===== src/rtl/seg_pkg.sv =====
// Shared constants for the seven-segment scan controller: the blank pattern,
// segment bit positions and the active-low hex glyph table.
package seg_pkg;

    localparam logic [7:0] SEG_BLANK = 8'hFF;

    localparam int SEG_A  = 0;
    localparam int SEG_B  = 1;
    localparam int SEG_C  = 2;
    localparam int SEG_D  = 3;
    localparam int SEG_E  = 4;
    localparam int SEG_F  = 5;
    localparam int SEG_G  = 6;
    localparam int SEG_DP = 7;

    // Active-low a..g glyphs; entry 15 first so HEX_SEG[n] is the glyph for n.
    localparam logic [15:0][6:0] HEX_SEG = {
        7'h0E, 7'h06, 7'h21, 7'h46, 7'h03, 7'h08, 7'h10, 7'h00,
        7'h78, 7'h02, 7'h12, 7'h19, 7'h30, 7'h24, 7'h79, 7'h40
    };

    function automatic logic [6:0] hex_to_seg(input logic [3:0] nibble);
        return HEX_SEG[nibble];
    endfunction

endpackage


===== src/rtl/seg_hex_decode.sv =====
// Combinational nibble-to-glyph decoder, active-low segments a..g.
module seg_hex_decode
    import seg_pkg::*;
(
    input  logic [3:0] i_nibble,
    output logic [6:0] o_seg
);

    assign o_seg = hex_to_seg(i_nibble);

endmodule


===== src/rtl/seg_scan_ctrl.sv =====
// Round-robin seven-segment scanner with a double-buffered frame that only
// commits at frame boundaries, plus one dark cycle at the start of each slot.
module seg_scan_ctrl
    import seg_pkg::*;
#(
    parameter int DIGITS = 8,
    parameter int DIV    = 1000
) (
    input  logic                  clk,
    input  logic                  rst,
    input  logic                  wr_valid,
    output logic                  wr_ready,
    input  logic [4*DIGITS-1:0]   wr_data,
    input  logic [DIGITS-1:0]     wr_blank,
    input  logic [DIGITS-1:0]     wr_dp,
    output logic [7:0]            seg_o,
    output logic [DIGITS-1:0]     an_o,
    output logic                  frame_o
);

    localparam int CNT_W = $clog2(DIV);
    localparam int IDX_W = $clog2(DIGITS);
    localparam logic [CNT_W-1:0] CNT_MAX = CNT_W'(DIV - 1);
    localparam logic [IDX_W-1:0] IDX_MAX = IDX_W'(DIGITS - 1);

    logic [CNT_W-1:0]    r_cnt;
    logic [IDX_W-1:0]    r_idx;
    logic [4*DIGITS-1:0] r_act_data;
    logic [DIGITS-1:0]   r_act_blank;
    logic [DIGITS-1:0]   r_act_dp;
    logic [4*DIGITS-1:0] r_pnd_data;
    logic [DIGITS-1:0]   r_pnd_blank;
    logic [DIGITS-1:0]   r_pnd_dp;
    logic                r_pending;
    logic                r_ready;
    logic [7:0]          r_seg;
    logic [DIGITS-1:0]   r_an;
    logic                r_frame;

    logic                w_slot_end;
    logic                w_boundary;
    logic                w_transfer;
    logic                w_commit;
    logic                w_pending_nxt;
    logic [3:0]          w_nibble;
    logic [6:0]          w_hex;
    logic [7:0]          w_seg_lit;
    logic [DIGITS-1:0]   w_an_sel;

    assign w_slot_end = (r_cnt == CNT_MAX);
    assign w_boundary = w_slot_end && (r_idx == IDX_MAX);
    assign w_transfer = wr_valid && r_ready;
    // A transfer needs pending low and a commit needs it high, so they never coincide.
    assign w_commit   = w_boundary && r_pending;

    always_comb begin
        w_pending_nxt = r_pending;
        if (w_transfer) begin
            w_pending_nxt = 1'b1;
        end else if (w_commit) begin
            w_pending_nxt = 1'b0;
        end
    end

    always_ff @(posedge clk or posedge rst) begin
        if (rst) begin
            r_cnt <= '0;
            r_idx <= '0;
        end else if (w_slot_end) begin
            r_cnt <= '0;
            r_idx <= (r_idx == IDX_MAX) ? '0 : r_idx + 1'b1;
        end else begin
            r_cnt <= r_cnt + 1'b1;
        end
    end

    always_ff @(posedge clk or posedge rst) begin
        if (rst) begin
            r_pnd_data  <= '0;
            r_pnd_blank <= '0;
            r_pnd_dp    <= '0;
            r_act_data  <= '0;
            r_act_blank <= '1;
            r_act_dp    <= '0;
            r_pending   <= 1'b0;
            r_ready     <= 1'b0;
        end else begin
            if (w_transfer) begin
                r_pnd_data  <= wr_data;
                r_pnd_blank <= wr_blank;
                r_pnd_dp    <= wr_dp;
            end
            if (w_commit) begin
                r_act_data  <= r_pnd_data;
                r_act_blank <= r_pnd_blank;
                r_act_dp    <= r_pnd_dp;
            end
            r_pending <= w_pending_nxt;
            r_ready   <= ~w_pending_nxt;
        end
    end

    assign w_nibble = r_act_data[{r_idx, 2'b00} +: 4];

    seg_hex_decode u_hex (
        .i_nibble (w_nibble),
        .o_seg    (w_hex)
    );

    always_comb begin
        w_seg_lit         = SEG_BLANK;
        w_seg_lit[6:0]    = w_hex;
        w_seg_lit[SEG_DP] = ~r_act_dp[r_idx];
    end

    assign w_an_sel = ~(DIGITS'(1) << r_idx);

    always_ff @(posedge clk or posedge rst) begin
        if (rst) begin
            r_seg   <= SEG_BLANK;
            r_an    <= '1;
            r_frame <= 1'b0;
        end else begin
            r_frame <= w_boundary;
            if (r_cnt == '0) begin
                r_seg <= SEG_BLANK;
                r_an  <= '1;
            end else begin
                r_an  <= w_an_sel;
                r_seg <= r_act_blank[r_idx] ? SEG_BLANK : w_seg_lit;
            end
        end
    end

    assign seg_o    = r_seg;
    assign an_o     = r_an;
    assign frame_o  = r_frame;
    assign wr_ready = r_ready;

endmodule


===== config.mk =====
export PLATFORM = sky130hd
export DESIGN_NAME = seg_scan_ctrl
export DESIGN_NICKNAME = d
export VERILOG_FILES = /design/src/rtl/seg_pkg.sv /design/src/rtl/seg_hex_decode.sv /design/src/rtl/seg_scan_ctrl.sv
export SDC_FILE = /design/constraint.sdc
export NUM_CORES = 1
export LEC_CHECK = 0
export BUFFER_PORTS_ARGS = -buffer_cell sky130_fd_sc_hd__clkbuf_2
export CAP_MARGIN = 20
export CORE_ASPECT_RATIO = 1.5
export CORE_UTILIZATION = 52
export DETAILED_ROUTE_END_ITERATION = 12
export GPL_ROUTABILITY_DRIVEN = 1
export PLACE_DENSITY = 0.75
export SLEW_MARGIN = 10
export SYNTH_ARGS = -nofsm -noshare
export SYNTH_HDL_FRONTEND = slang
export SYNTH_HIERARCHICAL = 1
export SYNTH_SLANG_ARGS = --single-unit

===== constraint.sdc =====
create_clock -name clk -period 3.6 [get_ports clk]
set_input_delay 0.36 -clock clk [delete_from_list [all_inputs] [get_ports clk]]
set_output_delay 0.36 -clock clk [all_outputs]
set_load 0.02 [all_outputs]

---- Word level (Yosys, flattened, before mapping) ----
Memories as Yosys holds them, arrays and structs flattened.
Cells that the tools add are included.
word-level totals
  bits in registers ....................... 128
  memory bits (read-only) ................. 112
  bits of input ports ..................... 51
  word-level logic and storage cells ...... 41
  memories ................................ 1
memories
  name             words  bits a word  read ports  clocked after Yosys merged registers in  write ports  line           text
  (no name shown)  16     7            1           0                                        0            seg_pkg.sv:23  return HEX_SEG[nibble];
cells by class
  add/subtract/negate cells ............... 2
  order comparisons ....................... 2
  equality and inequality tests ........... 2
  shift-type cells ........................ 2
  muxes and demuxes ....................... 12
  bitwise gates (word level) .............. 3
  reduce and logical (&&, ||, !) cells .... 4
operator list
  operator                 count
  $shiftx A32 B6 Y4        1
  $mux W8                  3
  $add A10 B1 Y10 const B  1
  $eq A10 B10 Y1 const B   1
  $logic_not A10 Y1        1
  $mux W10                 1
  $not A8 Y8               1
  $shl A1 B3 Y8 const A    1
  $mux W7                  1
  $bmux W1 S3              2
  $lt A4 B5 Y1 const B     1
  $lt A3 B4 Y1 const B     1
  $mux W1                  4
  $add A3 B1 Y3 const B    1
  $eq A3 B3 Y1 const B     1
  $logic_and A1 B1 Y1      3
  $mux W3                  1
  $not A1 Y1               2

---- Logic depth before layout (Yosys ltp) ----
  depth after elaboration ................. 6
  gate-level depth with buffers ........... 11
  gate-level depth less buffers ........... 9

---- Hierarchy ----
The synthesis kept the hierarchy.
by module, submodules not included
  module          times used  cells an instance  area an instance (µm²)  seq. area each (µm²)
  seg_scan_ctrl   1           350                5337.6                  3233.1
  seg_hex_decode  1           32                 275.3                   0.0

---- Worst setup path after synthesis ----
No wires, ideal clock.
  path kind ............................... flip-flop to flip-flop
  from .................................... reg r_idx[1]
  to ...................................... reg r_seg[3], in the netlist seg_o[3]
  arrival time ............................ 2601 ps
  slack ................................... 914 ps
  stages on the path, launching flop included .. 11
  period minus slack after synthesis ...... 2686 ps
  cells stage by stage .................... dfrtp_1 -> clkbuf_1 -> clkbuf_1 -> mux4_2 -> nand2_1 -> nand2_1 -> inv_1 -> ha_1 -> inv_1 -> mux4_1 -> or2_2
between the ends
  word-level cells in the longest chain between the ends .. 5
ends and longest elaborated chain
  what                           line                  text
  from (decl)                    seg_scan_ctrl.sv:27   logic [IDX_W-1:0] r_idx;
  from (signal assigned)         seg_scan_ctrl.sv:71   r_idx <= (r_idx == IDX_MAX) ? '0 : r_idx + 1'b1;
  $shiftx A32 B6 Y4              seg_scan_ctrl.sv:103  assign w_nibble = r_act_data[{r_idx, 2'b00} +: 4];
  net w_nibble[0]                seg_scan_ctrl.sv:45   logic [3:0] w_nibble;
  $mem_v2 Z16 W7                 --
  $mux W7 (not written as such)  seg_pkg.sv:23
  net w_hex[3]                   seg_scan_ctrl.sv:46   logic [6:0] w_hex;
  $mux W8                        seg_scan_ctrl.sv:130  r_seg <= r_act_blank[r_idx] ? SEG_BLANK : w_seg_lit;
  $mux W8                        seg_scan_ctrl.sv:125  if (r_cnt == '0) begin
  to (signal assigned)           seg_scan_ctrl.sv:130
  to (decl)                      seg_scan_ctrl.sv:36   logic [7:0] r_seg;
The timed path passes the listed nets, and every way through them passes these cells. The select of a mux whose other input is x is not followed.
A chain may end at the register's enable or synchronous reset.

---- Worst setup path in the final report ----
  from .................................... reg r_idx[0]
  to ...................................... reg r_seg[3], in the netlist seg_o[3]
Same word-level chain as after synthesis.

==> results.yml <==
status:
  status: "completed"
placement:
  place_area_um2: 6125
  hpwlAfterDp_um: 6923
  place.gp.congestion: 0.7746
  place.port_buffers: 68
  dp_slack_ns: 0.9045
drt:
  drt_iter0_drc: 142
  wl_met1_um: 4202
  drc: 0
  wl_per_cell_um: 16.36
  wl_met3_um: 315
  firstDrtPassIters: 4
  drtAntennaViolNets: 0
  met2_length_um: 5283
  wl_um: 10090
  top_layer_used: "met4"
  vias: 3251
  vias_per_cell: 5.269
clocking:
  path_clk_slew_ns: 0.05
  hold_buffers: 0
  clock_sinks: 128
  cts_tree: "done"
  clock_latency_ns: 0.41
  htree_levels: 4
  cts_setup_buffers: 0
  clockBufferDepth: 2
  cts_buffers: 17
  cts_root_buffer: "clkbuf_16"
  cts_resized: 0
yosys:
  synth.yosys.seq_area_share_pct: 57.60
  synthMuxAreaShare_pct: 27.11
  synth_ff_type: "dfrtp_1"
  syn_area_per_cell_um2: 14.69
  async_reset_ff_share_pct: 100.0
  syn-cell-area_um2: 5613
  ys_ff_latch: 128
  synth_fa_ha_area_share_pct: 3.344
  syn_inst: 382
  yosysWarnings: 6
  synth_xor_area_share_pct: 0.9362
  synth_cell_types: 41
  syn-num-nets: 448
  synth_compound_area_share_pct: 2.296
  synthSimpleGateAreaFrac_pct: 6.398
  synth_edf_count: 0
  synth_top_family_by_area: "multiplexers"
setup_path:
  path_class: "reg2reg"
  path_buf_inv: 2
  cp.required_ns: 3.93
  crit_cells: 8
  startpoint: "r_idx[0]"
  r2r_cells: 8
  slowest_stage: "dfrtp_1"
  r2r-end: "seg_o[3]"
  critPathCaptureType: "flop"
  max_stage_delay_ns: 0.65
  regToRegSetupSlack_ns: 0.88
  path_max_fanout: 9
  cp-start-kind: "flop"
  crit_chain: "mux4_2 -> nand2_1 -> nand2_1 -> inv_1 -> ha_1 -> inv_1 -> mux4_1 -> or2_2"
  critPathArrivalTime_ns: 3.05
  endpoint: "seg_o[3]"
  cp_top_family: "multiplexers"
  reg2reg_from: "r_idx[0]"
pwr:
  p_int_mw: 2.779
  pwr-share-comb_pct: 6.7
  p_sw_mw: 0.7517
  ir_drop_mv: 0.3837
  power.share.clock_pct: 44.9
  leakage_nw: 3.216
  p_per_area_nw_per_um2: 526.8
  swShare_pct: 21.29
  seqPwrFrac_pct: 48.4
timing:
  slew_violations: 0
  timing.final.crit_share_pct: 75.47
  period_needed_ns: 2.717
  tns_ns: 0
  setup_viol_count_final: 0
  slew-limit-headroom_pct: 37.87
  worstMarginPinSlew_ns: 0.9300
  fmaxAchievable_ghz: 0.3681
  setup_slack_ns: 0.8831
  rsz0062_at_grt: "no"
  fin_hold_ws_ns: 0.1402
  clock_skew_ns: 0.006651
  finalHoldViolCount: 0
final_layout:
  drive_above_1_share_pct: 52.64
  final_util_pct: 63.63
  area_growth_syn_to_layout_pct: 19.39
  final_cell_area_um2: 6701
  n_antenna_cell: 0
  nets: 526
floorplan:
  die_h_um: 129.2
  rows: 46
  dieArea_um2: 11220
  initial_utilization_pct: 53.29
  io_pins: 69
  die_x_um: 86.83
  core-area_um2: 10530
global_routing:
  grt_pass1_wl_um: 16850
  grt.overflow.total: 0
  grt_usage_pct: 20.22
  grt_pass1_vias: 3492
  grt_antenna_before_repair: 0
  grt_max_degree: 86
min_path:
  hp-class: "in2async"
run:
  maxCapViolCount: 0
## cell type report
class	instances	area, um2
repair buffers	76	437.9
flip-flops and latches	128	3233
clock inverters	6	57.56
clock buffers	26	499.2
inverters	10	41.29
fillers	799	3831
multi-input cells	227	2252
well taps	144	180.2
## cell usage in the layout (no fill, tap or decap), types with 3 or more instances in the layout
master | Yosys | layout
clkinv_2 | 0 | 4
buf_4 | 1 | 5
clkbuf_8 | 0 | 4
mux2i_1 | 8 | 8
mux2_4 | 20 | 20
and2_1 | 3 | 3
xor2_1 | 4 | 4
buf_12 | 0 | 3
clkbuf_1 | 10 | 5
or2_2 | 8 | 8
inv_1 | 10 | 9
clkbuf_16 | 0 | 17
mux4_2 | 11 | 11
a22o_1 | 3 | 3
nand3_1 | 7 | 7
dfrtp_1 | 104 | 104
ha_1 | 15 | 15
nand2_1 | 28 | 27
o21ai_0 | 5 | 5
clkbuf_2 | 0 | 68
nor2_1 | 13 | 13
mux2_2 | 77 | 77
dfstp_2 | 24 | 24
a21oi_1 | 4 | 4
## routing by layer
layer,up-vias,global-route usage [%]
li1,1503,-
met1,1652,23.90
met2,72,33.86
met3,24,5.350
met4,0,10.29
met5,-,0
## worst register-to-register path, delay by kind of cell (launching register included)
| kind | cells | cell delay (ns) |
|---|---|---|
| buf+inv | 2 | 0.23 |
| simple gates | 3 | 0.56 |
| flops | 1 | 0.65 |
| fa+ha+maj | 1 | 0.15 |
| mux | 2 | 1.05 |
## through the flow
| step | std cells | total power, mW |
|---|---|---|
| 6_report | 617 | 3.531 |
| 5_1_grt | 617 | 3.679 |
| 4_1_cts | 616 | 3.574 |
| 3_5_place_dp | 584 | 1.976 |
| 3_3_place_gp | 584 | 1.952 |
| 2_1_floorplan | 382 | 1.869 |
## power by group through the flow
stage	clock [mW]	sequential, mW	combinational (mW)
after floorplan	0	1.68	0.184
after global placement	0	1.72	0.228
after detailed placement	0	1.73	0.242
after CTS	1.62	1.71	0.243
after global routing	1.68	1.73	0.265
final	1.58	1.71	0.238
## flip-flops by register name (all words and copies together), names as in the netlist
name,cells
r_act_data,32
r_pnd_data,32
r_cnt,10
an_o,8
r_act_blank,8
r_act_dp,8
r_pnd_blank,8
r_pnd_dp,8
seg_o,8
r_idx,3
frame_o,1
r_pending,1
wr_ready,1
## cells by family (layout without fill, tap and decap cells)
family,after synthesis,in the layout
AOI/OAI and AO/OA,19,19
xor gates and xnor gates,6,6
adders and majority gates,15,15
buffers and inverters,27,118
DFF,128,128
muxes,117,117
and+or+nand+nor,70,70
## worst min path at each step
stage / startpoint / endpoint / depth (start not counted)
floorplan: r_cnt[0] / r_cnt[0] / 1
global placement: r_cnt[0] / r_cnt[0] / 1
detailed placement: r_pnd_data[27] / r_act_data[27] / 1
CTS: rst / r_act_dp[0] / 2
global route: wr_data[29] / r_pnd_data[29] / 2
finish: rst / r_act_dp[1] / 2
## cells in the mapped netlist (all sizes together) (2+ instances only)
cell type	count	area (um2)
nand3	8	45.04
o21ai	5	25.02
or2	8	50.05
and2	3	18.77
mux4	12	274.0
dfrtp	104	2603
inv	10	37.54
xor2	4	35.03
a22o	3	26.28
ha	15	187.7
nor2	13	48.80
mux2	97	1167
dfstp	24	630.6
a21oi	4	20.02
nor3	2	10.01
nand2	28	105.1
mux2i	8	80.08
xnor2	2	17.52
clkbuf	10	37.54
buf	7	55.05
No activity file was read; power rests on OpenSTA's default activity.
